$ cat config.mk
export PLATFORM = sky130hd
export DESIGN_NAME = pit_bus_ctrl_flat
export DESIGN_NICKNAME = d
export VERILOG_FILES = /design/src/rtl/pit_bus_if.sv /design/src/rtl/pit_bus_ctrl.sv /design/src/flat_wrapper.sv
export SDC_FILE = /design/constraint.sdc
export NUM_CORES = 1
export LEC_CHECK = 0
export ABC_AREA = 1
export ABC_CLOCK_PERIOD_IN_PS = 2000
export CAP_MARGIN = 0
export CELL_PAD_IN_SITES_DETAIL_PLACEMENT = 0
export CELL_PAD_IN_SITES_GLOBAL_PLACEMENT = 1
export CORE_ASPECT_RATIO = 1.4
export CORE_UTILIZATION = 36
export CTS_CLUSTER_DIAMETER = 80
export CTS_CLUSTER_SIZE = 20
export DETAILED_ROUTE_END_ITERATION = 12
export GPL_TIMING_DRIVEN = 0
export PLACE_DENSITY = 0.9
export SYNTH_ARGS = -nofsm -noshare
export SYNTH_HDL_FRONTEND = slang
export SYNTH_SLANG_ARGS = --single-unit
$ cat constraint.sdc
create_clock -name clk -period 2 [get_ports clk]
set_input_delay 0.2 -clock clk [delete_from_list [all_inputs] [get_ports clk]]
set_output_delay 0.2 -clock clk [all_outputs]
set_load 0.05 [all_outputs]
$ cat src/rtl/pit_bus_if.sv
// CPU-side bus of the PIT: chip select, read/write strobes, address and data.
// The CPU (or bench) drives the master side and the controller takes the slave side.
interface pit_bus_if;
    logic       cs_n;
    logic       wr_n;
    logic       rd_n;
    logic [1:0] a;
    logic [7:0] din;
    logic [7:0] dout;

    modport master (output cs_n, wr_n, rd_n, a, din, input dout);
    modport slave  (input cs_n, wr_n, rd_n, a, din, output dout);
endinterface

$ cat src/rtl/pit_bus_ctrl.sv
// 8254-style bus decoder and per-channel configuration for three counters.
// Sequences LSB/MSB count loads, handles counter latch commands and serves count reads.
module pit_bus_ctrl #(
    parameter int NCH = 3,
    parameter int W   = 16
) (
    input  logic               clk,
    input  logic               rst_n,
    pit_bus_if.slave           bus,
    input  logic [NCH*W-1:0]   cnt_i,
    output logic [NCH*8-1:0]   msb_o,
    output logic [NCH*8-1:0]   lsb_o,
    output logic [NCH*3-1:0]   mode_o,
    output logic [NCH-1:0]     bcd_o,
    output logic [NCH-1:0]     load_o,
    output logic [NCH-1:0]     cfg_o
);

    logic         wr_q, rd_q;
    logic         wr_ev, rd_ev;
    logic [1:0]   rw        [NCH];
    logic         wtog      [NCH];
    logic         rtog      [NCH];
    logic         latch_full[NCH];
    logic [W-1:0] latch_val [NCH];
    logic [7:0]   hold_lsb  [NCH];
    logic [W-1:0] src       [NCH];
    logic [2:0]   mode_new;

    // A write event pre-empts a read event arriving in the same cycle.
    assign wr_ev    = !bus.cs_n && !bus.wr_n && wr_q;
    assign rd_ev    = !bus.cs_n && !bus.rd_n && rd_q && !wr_ev;
    assign mode_new = (bus.din[3] && bus.din[2]) ? {1'b0, bus.din[2:1]} : bus.din[3:1];

    always_comb begin
        for (int c = 0; c < NCH; c++) begin
            src[c] = latch_full[c] ? latch_val[c] : cnt_i[c*W +: W];
        end
    end

    always_ff @(posedge clk or negedge rst_n) begin
        if (!rst_n) begin
            wr_q     <= 1'b1;
            rd_q     <= 1'b1;
            bus.dout <= '0;
            msb_o    <= '0;
            lsb_o    <= '0;
            mode_o   <= '0;
            bcd_o    <= '0;
            load_o   <= '0;
            cfg_o    <= '0;
            for (int c = 0; c < NCH; c++) begin
                rw[c]         <= 2'b01;
                wtog[c]       <= 1'b0;
                rtog[c]       <= 1'b0;
                latch_full[c] <= 1'b0;
                latch_val[c]  <= '0;
                hold_lsb[c]   <= '0;
            end
        end else begin
            wr_q   <= bus.wr_n;
            rd_q   <= bus.rd_n;
            load_o <= '0;
            cfg_o  <= '0;
            if (wr_ev && bus.a == 2'd3) begin
                for (int c = 0; c < NCH; c++) begin
                    if (bus.din[7:6] == 2'(c)) begin
                        if (bus.din[5:4] == 2'b00) begin
                            if (!latch_full[c]) begin
                                latch_val[c]  <= cnt_i[c*W +: W];
                                latch_full[c] <= 1'b1;
                            end
                        end else begin
                            rw[c]            <= bus.din[5:4];
                            mode_o[c*3 +: 3] <= mode_new;
                            bcd_o[c]         <= bus.din[0];
                            wtog[c]          <= 1'b0;
                            rtog[c]          <= 1'b0;
                            latch_full[c]    <= 1'b0;
                            msb_o[c*8 +: 8]  <= '0;
                            lsb_o[c*8 +: 8]  <= '0;
                            cfg_o[c]         <= 1'b1;
                        end
                    end
                end
            end else if (wr_ev) begin
                for (int c = 0; c < NCH; c++) begin
                    if (bus.a == 2'(c)) begin
                        case (rw[c])
                            2'b01: begin
                                lsb_o[c*8 +: 8] <= bus.din;
                                msb_o[c*8 +: 8] <= '0;
                                load_o[c]       <= 1'b1;
                            end
                            2'b10: begin
                                msb_o[c*8 +: 8] <= bus.din;
                                lsb_o[c*8 +: 8] <= '0;
                                load_o[c]       <= 1'b1;
                            end
                            default: begin
                                // Outputs only change once both bytes are in, so the counter never sees a half count.
                                if (!wtog[c]) begin
                                    hold_lsb[c] <= bus.din;
                                    wtog[c]     <= 1'b1;
                                end else begin
                                    lsb_o[c*8 +: 8] <= hold_lsb[c];
                                    msb_o[c*8 +: 8] <= bus.din;
                                    wtog[c]         <= 1'b0;
                                    load_o[c]       <= 1'b1;
                                end
                            end
                        endcase
                    end
                end
            end else if (rd_ev && bus.a != 2'd3) begin
                for (int c = 0; c < NCH; c++) begin
                    if (bus.a == 2'(c)) begin
                        case (rw[c])
                            2'b01: begin
                                bus.dout      <= src[c][7:0];
                                latch_full[c] <= 1'b0;
                            end
                            2'b10: begin
                                bus.dout      <= src[c][15:8];
                                latch_full[c] <= 1'b0;
                            end
                            default: begin
                                if (!rtog[c]) begin
                                    bus.dout <= src[c][7:0];
                                    rtog[c]  <= 1'b1;
                                end else begin
                                    bus.dout      <= src[c][15:8];
                                    rtog[c]       <= 1'b0;
                                    latch_full[c] <= 1'b0;
                                end
                            end
                        endcase
                    end
                end
            end
        end
    end

endmodule

$ cat src/flat_wrapper.sv
// flat-port wrapper written by rule: the top's interface ports become plain ports
module pit_bus_ctrl_flat 
#(
    parameter int NCH = 3,
    parameter int W   = 16
)
  (clk, rst_n, cnt_i, msb_o, lsb_o, mode_o, bcd_o, load_o, cfg_o, bus_cs_n, bus_wr_n, bus_rd_n, bus_a, bus_din, bus_dout);
  pit_bus_if bus_i ();
  input  logic clk;
  input  logic rst_n;
  input  logic [NCH*W-1:0] cnt_i;
  output logic [NCH*8-1:0] msb_o;
  output logic [NCH*8-1:0] lsb_o;
  output logic [NCH*3-1:0] mode_o;
  output logic [NCH-1:0] bcd_o;
  output logic [NCH-1:0] load_o;
  output logic [NCH-1:0] cfg_o;
  input wire logic [$bits(bus_i.cs_n)-1:0] bus_cs_n;
  input wire logic [$bits(bus_i.wr_n)-1:0] bus_wr_n;
  input wire logic [$bits(bus_i.rd_n)-1:0] bus_rd_n;
  input wire logic [$bits(bus_i.a)-1:0] bus_a;
  input wire logic [$bits(bus_i.din)-1:0] bus_din;
  output wire logic [$bits(bus_i.dout)-1:0] bus_dout;
  assign bus_i.cs_n = bus_cs_n;
  assign bus_i.wr_n = bus_wr_n;
  assign bus_i.rd_n = bus_rd_n;
  assign bus_i.a = bus_a;
  assign bus_i.din = bus_din;
  assign bus_dout = bus_i.dout;
  pit_bus_ctrl #(.NCH(NCH), .W(W)) u_core (.clk(clk), .rst_n(rst_n), .bus(bus_i), .cnt_i(cnt_i), .msb_o(msb_o), .lsb_o(lsb_o), .mode_o(mode_o), .bcd_o(bcd_o), .load_o(load_o), .cfg_o(cfg_o));
endmodule
==> reports/qor.csv, run 1 <==
stage,metric,value,unit
pwr,power.total,12.0,mW
pwr,power.net_switching,4.92,mW
cts,ctsHtreeMaxLevel,4,
yosys,syn_area_per_cell,7.33,um^2
layout,final_util,0.470,
yosys,ys_seq_elements,163,
floorplanning,io-pin-count,137,
yosys,synth_cell_type_count,30,
timing,finalHoldViolCount,0,
place,dp_slack,-0.334,ns
floorplanning,die_w,134,um
yosys,yosys_most_used_dff,dfrtp_1,
timing,finClkSkew,0.0143,ns
layout,drive_gt1_frac,0.106,
layout,layout_commonest_cell,nand2_1,
yosys,synth_async_sr_flop_share,1.00,
cts,insertion_delay,0.43,ns
place,dp.cells,1636,
status,outcome,"complete, but fails checks",
worst_setup_path,worst_setup_path_end_kind,register,
place,placed_cell_area,10500,um^2
layout,final_cells,1672,
cts,cts_buffers,17,
global_route,gr-total-overflow,0,
drt,wire_per_inst,15.6,um
floorplanning,die_area,24900,um^2
layout,syn_to_final_growth,28.6,%
layout,fill_cells,2388,
floorplanning,core_area,23900,um^2
drt,detail-route-antenna-nets,0,
yosys,synth.yosys.warnings,0,
pwr,clkPwrFrac,0.251,
worst_setup_path,crit_required,2.35,ns
pwr,p_leak,5.49,nW
timing,tns,0,ns
timing,worst_pin_slew,0.626,ns
worst_setup_path,start_kind,register,
cts,cts_tree,yes,
yosys,seq_area_frac_synth,0.467,
cts,clk_pin_slew_worst_paths,0.07,ns
pwr,ir_drop,0.000703,V
drt,drt-pass1-iter-count,9,
cts,clkSinkCount,163,
pwr,swShare,0.412,
floorplanning,rows,67,
drt,drtIter0Drc,500,
timing,period_minus_slack,1.90,ns
floorplanning,start_util,0.366,
place,globalplace.congestion,0.840,
worst_setup_path,regToRegStartpoint,u_core.rw[2],
worst_setup_path,slowest_delay,0.53,ns
timing,setup_viol,0,
timing,fin_hold_ws,0.147,ns
yosys,synth_fp_nets,1261,
global_route,grt_max_degree,120,
layout,final_cell_mix,"nand2_1 (501), dfrtp_1 (158), clkdlybuf4s50_1 (132), nand3_1 (85), nor2_1 (81)",
timing,fmax,526,MHz
floorplanning,die_y,186,um
min_path,min_from,bus_din[4],
worst_setup_path,crit_start,u_core.rw[2],
global_route,antenna_found_initial,1,
pwr,share_comb_of_total_power,0.395,
status,violations,DRC,
timing,timing.final.crit_share,0.951,
timing,drv_slew,0,
yosys,syn-cell-area,8740,um^2
drt,drt_wl_total,26000,um
global_route,grt_pass1_wl,42400,um
timing,setup_ws,0.0974,ns
place,hpwl,18400,um
pwr,pwr-share-seq,0.354,
drt,route.detailed.drc,2,
pwr,powerDensity,1060,nW/um^2
yosys,synth_edf_count,0,
layout,final_nets,1419,
worst_setup_path,slowest_stage,dfstp_2,
worst_setup_path,path_max_fanout,10,
pwr,p_int,7.03,mW
global_route,grt_usage,0.218,
layout,design_area,11200,um^2
layout,diodes,0,
cts,cts_root_buf,clkbuf_16,
min_path,holdCritPathClass,in -> reg,
timing,slew_headroom,0.583,
worst_setup_path,path_cells,inv_1 -> ha_1 -> buf_4 -> clkbuf_4 -> o31ai_2 -> nand2_1 -> o21ai_0,
global_route,grt_pass1_vias,8164,
worst_setup_path,critPathKind,reg -> reg,
job,cap_violations,0,
worst_setup_path,cp.arrival,2.25,ns
place,port_buffers,133,
cts,clockBufferDepth,2,
yosys,postSynthCellCount,1192,
drt,route.vias.total,8200,
drt,drt-vias-per-instance,4.90,
==> critical path, delay by kind of cell (launching register included) <==
family | cells | cell delay (ns)
DFF | 1 | 0.53
buffers and inverters | 3 | 0.46
AOI/OAI and AO/OA | 2 | 0.46
adders and majority gates | 1 | 0.29
and+or+nand+nor | 1 | 0.08
==> per-layer routing <==
metal,share of wire,global-route usage
met1,0.44,0.274
met2,0.49,0.365
met3,0.048,0.0391
met4,0.028,0.0927
met5,0,0
==> synth_stat cells (2+ instances only) <==
cell,count,area share
nor2_4,6,0.0077
inv_1,74,0.032
o21ai_1,38,0.022
buf_4,6,0.0052
nor3_1,3,0.0017
nand2_4,3,0.0039
o21ai_2,12,0.012
nand3_1,88,0.050
a31oi_1,30,0.021
nand2_1,501,0.22
nor2_2,2,0.0014
nand3_2,2,0.0023
a21oi_1,26,0.015
clkbuf_1,13,0.0056
nand2_2,6,0.0043
buf_2,30,0.017
dfstp_2,5,0.015
o21ai_0,59,0.034
inv_2,5,0.0021
buf_6,7,0.0090
dfrtp_1,158,0.45
nor2_1,84,0.036
nor2_8,3,0.0069
o31ai_1,16,0.014
clkinv_1,5,0.0021
ha_1,6,0.0086
==> worst paths after layout <==
path | cells past startpoint | slack [ns] | to
max in group asynchronous | 3 | 0.83 | u_core.hold_lsb[7]
hold / removal | 3 | 0.15 | u_core.rw[0]
setup reg to reg | 7 | 0.1 | u_core.lsb_o[12]
hold reg to reg | 2 | 0.49 | u_core.hold_lsb[23]
min in group asynchronous | 2 | 0.25 | u_core.latch_val[4]
setup / recovery | 7 | 0.1 | u_core.lsb_o[12]
==> power by group through the flow <==
stage          registers, mW  clock network (mW)  logic, mW
2_1_floorplan           5.42                   0       1.79
3_3_place_gp            4.26                   0       4.52
3_5_place_dp            4.27                   0       4.57
4_1_cts                 4.23                3.06       4.66
5_1_grt                 4.30                3.18       5.12
6_report                4.23                3.00       4.72
==> what timing repair did <==
item	CTS	global route
resized for setup	29	26
buffers inserted	2	3
pin swaps	3	0
endpoints found under the setup margin	82	52
hold buffers	1	0
hold endpoints to repair	44	0
==> layout make-up <==
cell class | instances | area (um^2) | area share
Multi-Input combinational cell | 887 | 4090 | 0.363
Clock buffer | 17 | 425 | 0.0378
Inverter | 84 | 332 | 0.0295
Timing Repair Buffer | 140 | 1410 | 0.126
Clock inverter | 14 | 109 | 0.00968
Sequential cell | 163 | 4090 | 0.363
Tap cell | 310 | 388 | 0.0345
Buffer | 57 | 404 | 0.0360
==> cells by family after synthesis <==
kind of cell,after synthesis,synth area share
AO/OA/AOI/OAI,181,0.118
flip-flops,163,0.467
adder cells (fa/ha/maj),6,0.00859
buffers and inverters,142,0.0740
AND/OR/NAND/NOR,700,0.332
==> state kept, by name, indices dropped and copies added, names as in the netlist <==
signal and cells:
u_core.wr_q 1, u_core.bus.dout 8, u_core.rd_q 1, u_core.lsb_o 24
u_core.rw 6, u_core.hold_lsb 24, u_core.bcd_o 3, u_core.rtog 3
u_core.latch_val 48, u_core.msb_o 24, u_core.mode_o 9, u_core.wtog 3
u_core.cfg_o 3, u_core.latch_full 3, u_core.load_o 3
Note: power is estimated with default switching activity, not from simulation.
==> run 2: changes to the inputs <==
--- a/config.mk
+++ b/config.mk
@@ -17,6 +17,7 @@
 export DETAILED_ROUTE_END_ITERATION = 12
 export GPL_TIMING_DRIVEN = 0
 export PLACE_DENSITY = 0.9
+export REMOVE_ABC_BUFFERS = 1
 export SYNTH_ARGS = -nofsm -noshare
 export SYNTH_HDL_FRONTEND = slang
 export SYNTH_SLANG_ARGS = --single-unit
==> reports/qor.csv, run 2 (same netlist as run 1, synthesis figures left out) <==
stage,metric,value,unit
timing,tns,0,ns
place,dp_slack,-0.952,ns
floorplanning,die_area,24900,um^2
layout,largest_register,u_core.latch_val,
layout,largest_register_ffs,48,
job,cap_violations,0,
global_route,grt_usage,0.217,
timing,period_minus_slack,1.89,ns
worst_setup_path,cp.arrival,2.21,ns
drt,wire_per_inst,16.1,um
worst_setup_path,critPathKind,in -> reg,
cts,cts_root_buf,clkbuf_16,
timing,fin_hold_ws,0.205,ns
cts,insertion_delay,0.43,ns
timing,timing.final.crit_share,0.945,
place,hpwl,16500,um
pwr,p_int,7.31,mW
timing,slew_headroom,0.543,
timing,fmax,529,MHz
pwr,swShare,0.405,
global_route,antenna_found_initial,0,
global_route,grt_pass1_wl,42100,um
pwr,ir_drop,0.000654,V
cts,ctsHtreeMaxLevel,4,
timing,drv_slew,0,
status,outcome,finished clean,
worst_setup_path,path_cells,clkdlybuf4s50_1 -> nand2_2 -> inv_1 -> nand2_8 -> nor2_4 -> nor2_4 -> nand3_4 -> nand2_1 -> o21ai_1,
timing,finalHoldViolCount,0,
cts,clk_pin_slew_worst_paths,0.07,ns
floorplanning,core_area,23900,um^2
worst_setup_path,slowest_delay,0.52,ns
layout,fill_cells,2362,
timing,finClkSkew,0.00910,ns
floorplanning,io-pin-count,137,
global_route,gr-total-overflow,0,
pwr,p_leak,5.37,nW
timing,setup_ws,0.110,ns
layout,drive_gt1_frac,0.101,
timing,worst_pin_slew,0.685,ns
layout,diodes,0,
floorplanning,rows,67,
min_path,holdCritPathClass,in -> reg,
layout,final_nets,1388,
pwr,pwr-share-seq,0.351,
global_route,grt_pass1_vias,7908,
place,globalplace.congestion,0.807,
pwr,power.net_switching,4.98,mW
layout,final_cell_mix,"nand2_1 (498), dfrtp_1 (155), clkdlybuf4s50_1 (135), nand3_1 (85), nor2_1 (78)",
worst_setup_path,worst_setup_path_end_kind,register,
worst_setup_path,crit_required,2.32,ns
floorplanning,die_w,134,um
layout,syn_to_final_growth,29.3,%
layout,layout_commonest_cell,nand2_1,
cts,cts_tree,yes,
drt,route.detailed.drc,0,
drt,drtIter0Drc,512,
global_route,grt_max_degree,98,
floorplanning,start_util,0.366,
drt,route.vias.total,8162,
worst_setup_path,path_max_fanout,15,
floorplanning,die_y,186,um
pwr,share_comb_of_total_power,0.380,
pwr,powerDensity,1090,nW/um^2
cts,cts_buffers,17,
drt,detail-route-antenna-nets,0,
cts,clockBufferDepth,2,
place,port_buffers,136,
cts,clkSinkCount,163,
worst_setup_path,slowest_stage,clkdlybuf4s50_1,
worst_setup_path,start_kind,input pin,
drt,drt-pass1-iter-count,5,
drt,drt-vias-per-instance,4.97,
pwr,clkPwrFrac,0.270,
timing,setup_viol,0,
drt,drt_wl_total,26500,um
worst_setup_path,crit_top_cell,nor2_4,
==> run 2: cell count changes in the layout (fill, tap and decap cells not counted), moves of 4 or more <==
cell	change
nand3_4	+7
buf_6	-13
inv_1	-5
inv_2	+4
buf_2	-23
nand2_4	+4
nor2_4	+5
clkbuf_1	-4
ha_1	-5
==> run 2: through the flow <==
| step | cell area, um^2 | power (mW) | instances | utilization |
|---|---|---|---|---|
| 2_1_floorplan | 8410 | 7.13 | 1134 | - |
| 3_3_place_gp | 10200 | 8.68 | 1580 | 0.425 |
| 3_5_place_dp | 10200 | 8.73 | 1581 | 0.427 |
| 4_1_cts | 11100 | 12.3 | 1628 | 0.465 |
| 5_1_grt | 11300 | 12.9 | 1642 | 0.473 |
| 6_report | 11300 | 12.3 | 1642 | 0.473 |
==> run 2: timing repair <==
action,CTS,global route
pin swaps,9,5
hold buffers,1,0
gates cloned,8,4
buffers inserted,6,10
hold endpoints to repair,63,0
gates resized for setup,43,18
endpoints found under the setup margin,107,98
==> run 2: per-layer routing <==
| layer | routed length, um | up-vias | GRT usage |
|---|---|---|---|
| met5 | 0 | - | 0 |
| met4 | 842 | 0 | 0.0966 |
| met3 | 1020 | 41 | 0.0291 |
| met2 | 13400 | 190 | 0.373 |
| met1 | 11200 | 3842 | 0.269 |
| li1 | - | 4089 | - |
==> run 2: final timing paths <==
check | startpoint | end | slack (ns) | cells after the start
worst min-delay path | bus_rd_n | u_core.rd_q | 0.21 | 1
worst min register to register | u_core.lsb_o[21] | u_core.lsb_o[21] | 0.49 | 2
worst max register to register | u_core.wr_q | u_core.latch_val[23] | 0.12 | 5
min in group asynchronous | rst_n | u_core.latch_val[46] | 0.31 | 2
worst max-delay path | bus_a[1] | u_core.msb_o[1] | 0.11 | 9
max in group asynchronous | rst_n | u_core.latch_full[0] | 0.69 | 3
==> run 2: layout make-up <==
class / instances / area, um^2 / area share
Timing Repair inverter: 2 / 15.0 / 0.00133
Clock inverter: 13 / 149 / 0.0132
Tap cell: 310 / 388 / 0.0343
Multi-Input combinational cell: 897 / 4350 / 0.384
Clock buffer: 19 / 433 / 0.0383
Timing Repair Buffer: 154 / 1550 / 0.137
Sequential cell: 163 / 4090 / 0.362
Inverter: 84 / 332 / 0.0293
==> run 2: power groups by stage <==
stage	clock, mW	sequential [mW]	combinational, mW
final	3.31	4.31	4.67
after global routing	3.49	4.38	5.07
after CTS	3.36	4.30	4.61
after detailed placement	0	4.34	4.39
after global placement	0	4.32	4.35
after floorplan	0	5.48	1.65
==> run 2: critical path: cells and delay by family <==
family,cells,cell delay [ns]
and+or+nand+nor,6,1.19
AOI/OAI and AO/OA,1,0.06
buffers and inverters,2,0.74
==> run 3: changes to the inputs <==
--- a/config.mk
+++ b/config.mk
@@ -11,12 +11,13 @@
 export CELL_PAD_IN_SITES_DETAIL_PLACEMENT = 0
 export CELL_PAD_IN_SITES_GLOBAL_PLACEMENT = 1
 export CORE_ASPECT_RATIO = 1.4
-export CORE_UTILIZATION = 36
+export CORE_UTILIZATION = 37
+export CTS_BUF_LIST = sky130_fd_sc_hd__clkbuf_4
 export CTS_CLUSTER_DIAMETER = 80
 export CTS_CLUSTER_SIZE = 20
 export DETAILED_ROUTE_END_ITERATION = 12
 export GPL_TIMING_DRIVEN = 0
-export PLACE_DENSITY = 0.9
+export PLACE_DENSITY = 0.91
 export REMOVE_ABC_BUFFERS = 1
 export SYNTH_ARGS = -nofsm -noshare
 export SYNTH_HDL_FRONTEND = slang
==> reports/qor.csv, run 3 (same netlist as run 1, synthesis figures left out) <==
stage,metric,value,unit
global_route,grt_pass1_vias,7680,
timing,period_minus_slack,1.93,ns
worst_setup_path,path_max_fanout,1,
worst_setup_path,path_cells,clkdlybuf4s50_1,
floorplanning,die_area,24300,um^2
timing,timing.final.crit_share,0.963,
pwr,ir_drop,0.000571,V
min_path,min_from,bus_rd_n,
drt,route.detailed.drc,0,
layout,drive_gt1_frac,0.100,
worst_setup_path,slowest_stage,clkdlybuf4s50_1,
drt,drtIter0Drc,568,
timing,finalHoldViolCount,0,
cts,insertion_delay,0.59,ns
layout,final_nets,1387,
pwr,power.total,11.0,mW
layout,largest_register_ffs,48,
worst_setup_path,critPathKind,reg -> out,
worst_setup_path,worst_setup_path_end_kind,output pin,
floorplanning,start_util,0.377,
cts,cts_buffers,17,
worst_setup_path,r2r_end,u_core.msb_o[10],
floorplanning,core_area,23200,um^2
timing,rsz0062_at_grt,yes,
worst_setup_path,cpLargestDelayFamily,buffers and inverters,
worst_setup_path,cp.arrival,1.73,ns
worst_setup_path,ff2ff_path_depth,6,
cts,clk_pin_slew_worst_paths,0.12,ns
drt,drt-vias-per-instance,4.98,
drt,drt-pass1-iter-count,5,
timing,drv_slew,0,
cts,clockBufferDepth,2,
worst_setup_path,critical_path_depth,1,
timing,finClkSkew,0.0279,ns
place,hpwl,16500,um
cts,cts_tree,yes,
status,outcome,finished clean,
timing,slew_headroom,0.508,
worst_setup_path,regToRegStartpoint,u_core.wr_q,
worst_setup_path,start_kind,register,
floorplanning,rows,66,
layout,largest_register,u_core.latch_val,
cts,ctsHtreeMaxLevel,4,
timing,worst_pin_slew,0.738,ns
timing,tns,0,ns
floorplanning,die_w,132,um
place,dp.cells,1577,
drt,wire_per_inst,16.3,um
global_route,grt_pass1_wl,41000,um
min_path,holdCritPathClass,in -> reg,
worst_setup_path,worstSetupEndpoint,cfg_o[2],
layout,final_cell_mix,"nand2_1 (498), dfrtp_1 (155), nand3_1 (85), nor2_1 (78), inv_1 (70)",
timing,fmax,519,MHz
timing,setup_viol,0,
floorplanning,die_y,184,um
global_route,antenna_found_initial,1,
pwr,p_leak,5.80,nW
global_route,grt_usage,0.218,
worst_setup_path,reg2reg_slack,0.08,ns
drt,drt_wl_total,26600,um
layout,final_cells,1637,
floorplanning,io-pin-count,137,
cts,clkSinkCount,163,
global_route,grt_max_degree,100,
layout,syn_to_final_growth,25.8,%
drt,detail-route-antenna-nets,0,
drt,route.vias.total,8151,
place,port_buffers,136,
worst_setup_path,crit_start,u_core.cfg_o[2],
worst_setup_path,crit_required,1.80,ns
job,cap_violations,0,
pwr,powerDensity,1000,nW/um^2
worst_setup_path,crit_buf_inv,1,
global_route,gr-total-overflow,0,
cts,cts_root_buf,clkbuf_4,
layout,layout_commonest_cell,nand2_1,
worst_setup_path,slowest_delay,0.81,ns
place,globalplace.congestion,0.777,
==> run 3: area by class of cell <==
| cell class | count | area [um^2] |
|---|---|---|
| inverter | 84 | 332 |
| timing repair inverter | 2 | 15.0 |
| fill | 2296 | 12200 |
| multi-input combinational | 896 | 4310 |
| timing repair buffer | 154 | 1540 |
| antenna | 1 | 2.50 |
| sequential | 163 | 4090 |
| clock buffer | 19 | 143 |
| clock inverter | 12 | 181 |
| tap | 306 | 383 |
==> run 3: per-stage QoR <==
stage                      util  hold WS (ns)  worst slack (ns)  instance area, um^2
after floorplan               -       -0.0956            -0.186                 8410
after global placement    0.438         0.454             -6.35                10200
after detailed placement  0.439         0.193            -0.913                10200
after CTS                 0.464        0.0191          0.000407                10800
after global routing      0.474        0.0253           -0.0391                11000
final                     0.474        0.0457            0.0738                11000
==> run 3: what timing repair did <==
item	CTS	global route
setup buffers	7	9
pin swaps	9	8
hold buffers	1	0
setup endpoints to repair	153	121
gates cloned	7	4
endpoints found under the hold margin	64	0
gates resized for setup	86	45
==> run 3: worst register-to-register path, cell delays in order, from the launching register on <==
cell     delay (ns)
dfstp_2        0.57
nand2_1        0.10
nor2_4         0.21
nand2_1        0.13
o21ai_2        0.25
nand3_2        0.36
o21ai_0        0.25
==> run 3: report_power, final <==
group,internal [mW],switching [mW],leakage [nW]
registers,3.87,0.418,2.09
logic,1.38,3.11,3.54
clock network,1.02,1.24,0.173
==> run 3: worst min path at each step <==
stage	to	slack, ns	cells past startpoint
6_report	u_core.rd_q	0.05	1
3_3_place_gp	u_core.wtog[2]	0.45	2
4_1_cts	u_core.rd_q	0.02	1
5_1_grt	u_core.rd_q	0.03	1
2_1_floorplan	u_core.bcd_o[0]	-0.1	0
3_5_place_dp	u_core.lsb_o[0]	0.19	1
==> run 3: per-layer routing <==
metal / up-vias / part of all wire / GRT usage / wire length [um]
li1: 4086 / - / - / -
met1: 3834 / 0.42 / 0.260 / 11200
met2: 188 / 0.51 / 0.383 / 13600
met3: 43 / 0.039 / 0.0422 / 1040
met4: 0 / 0.030 / 0.0940 / 801
met5: - / 0 / 0 / 0
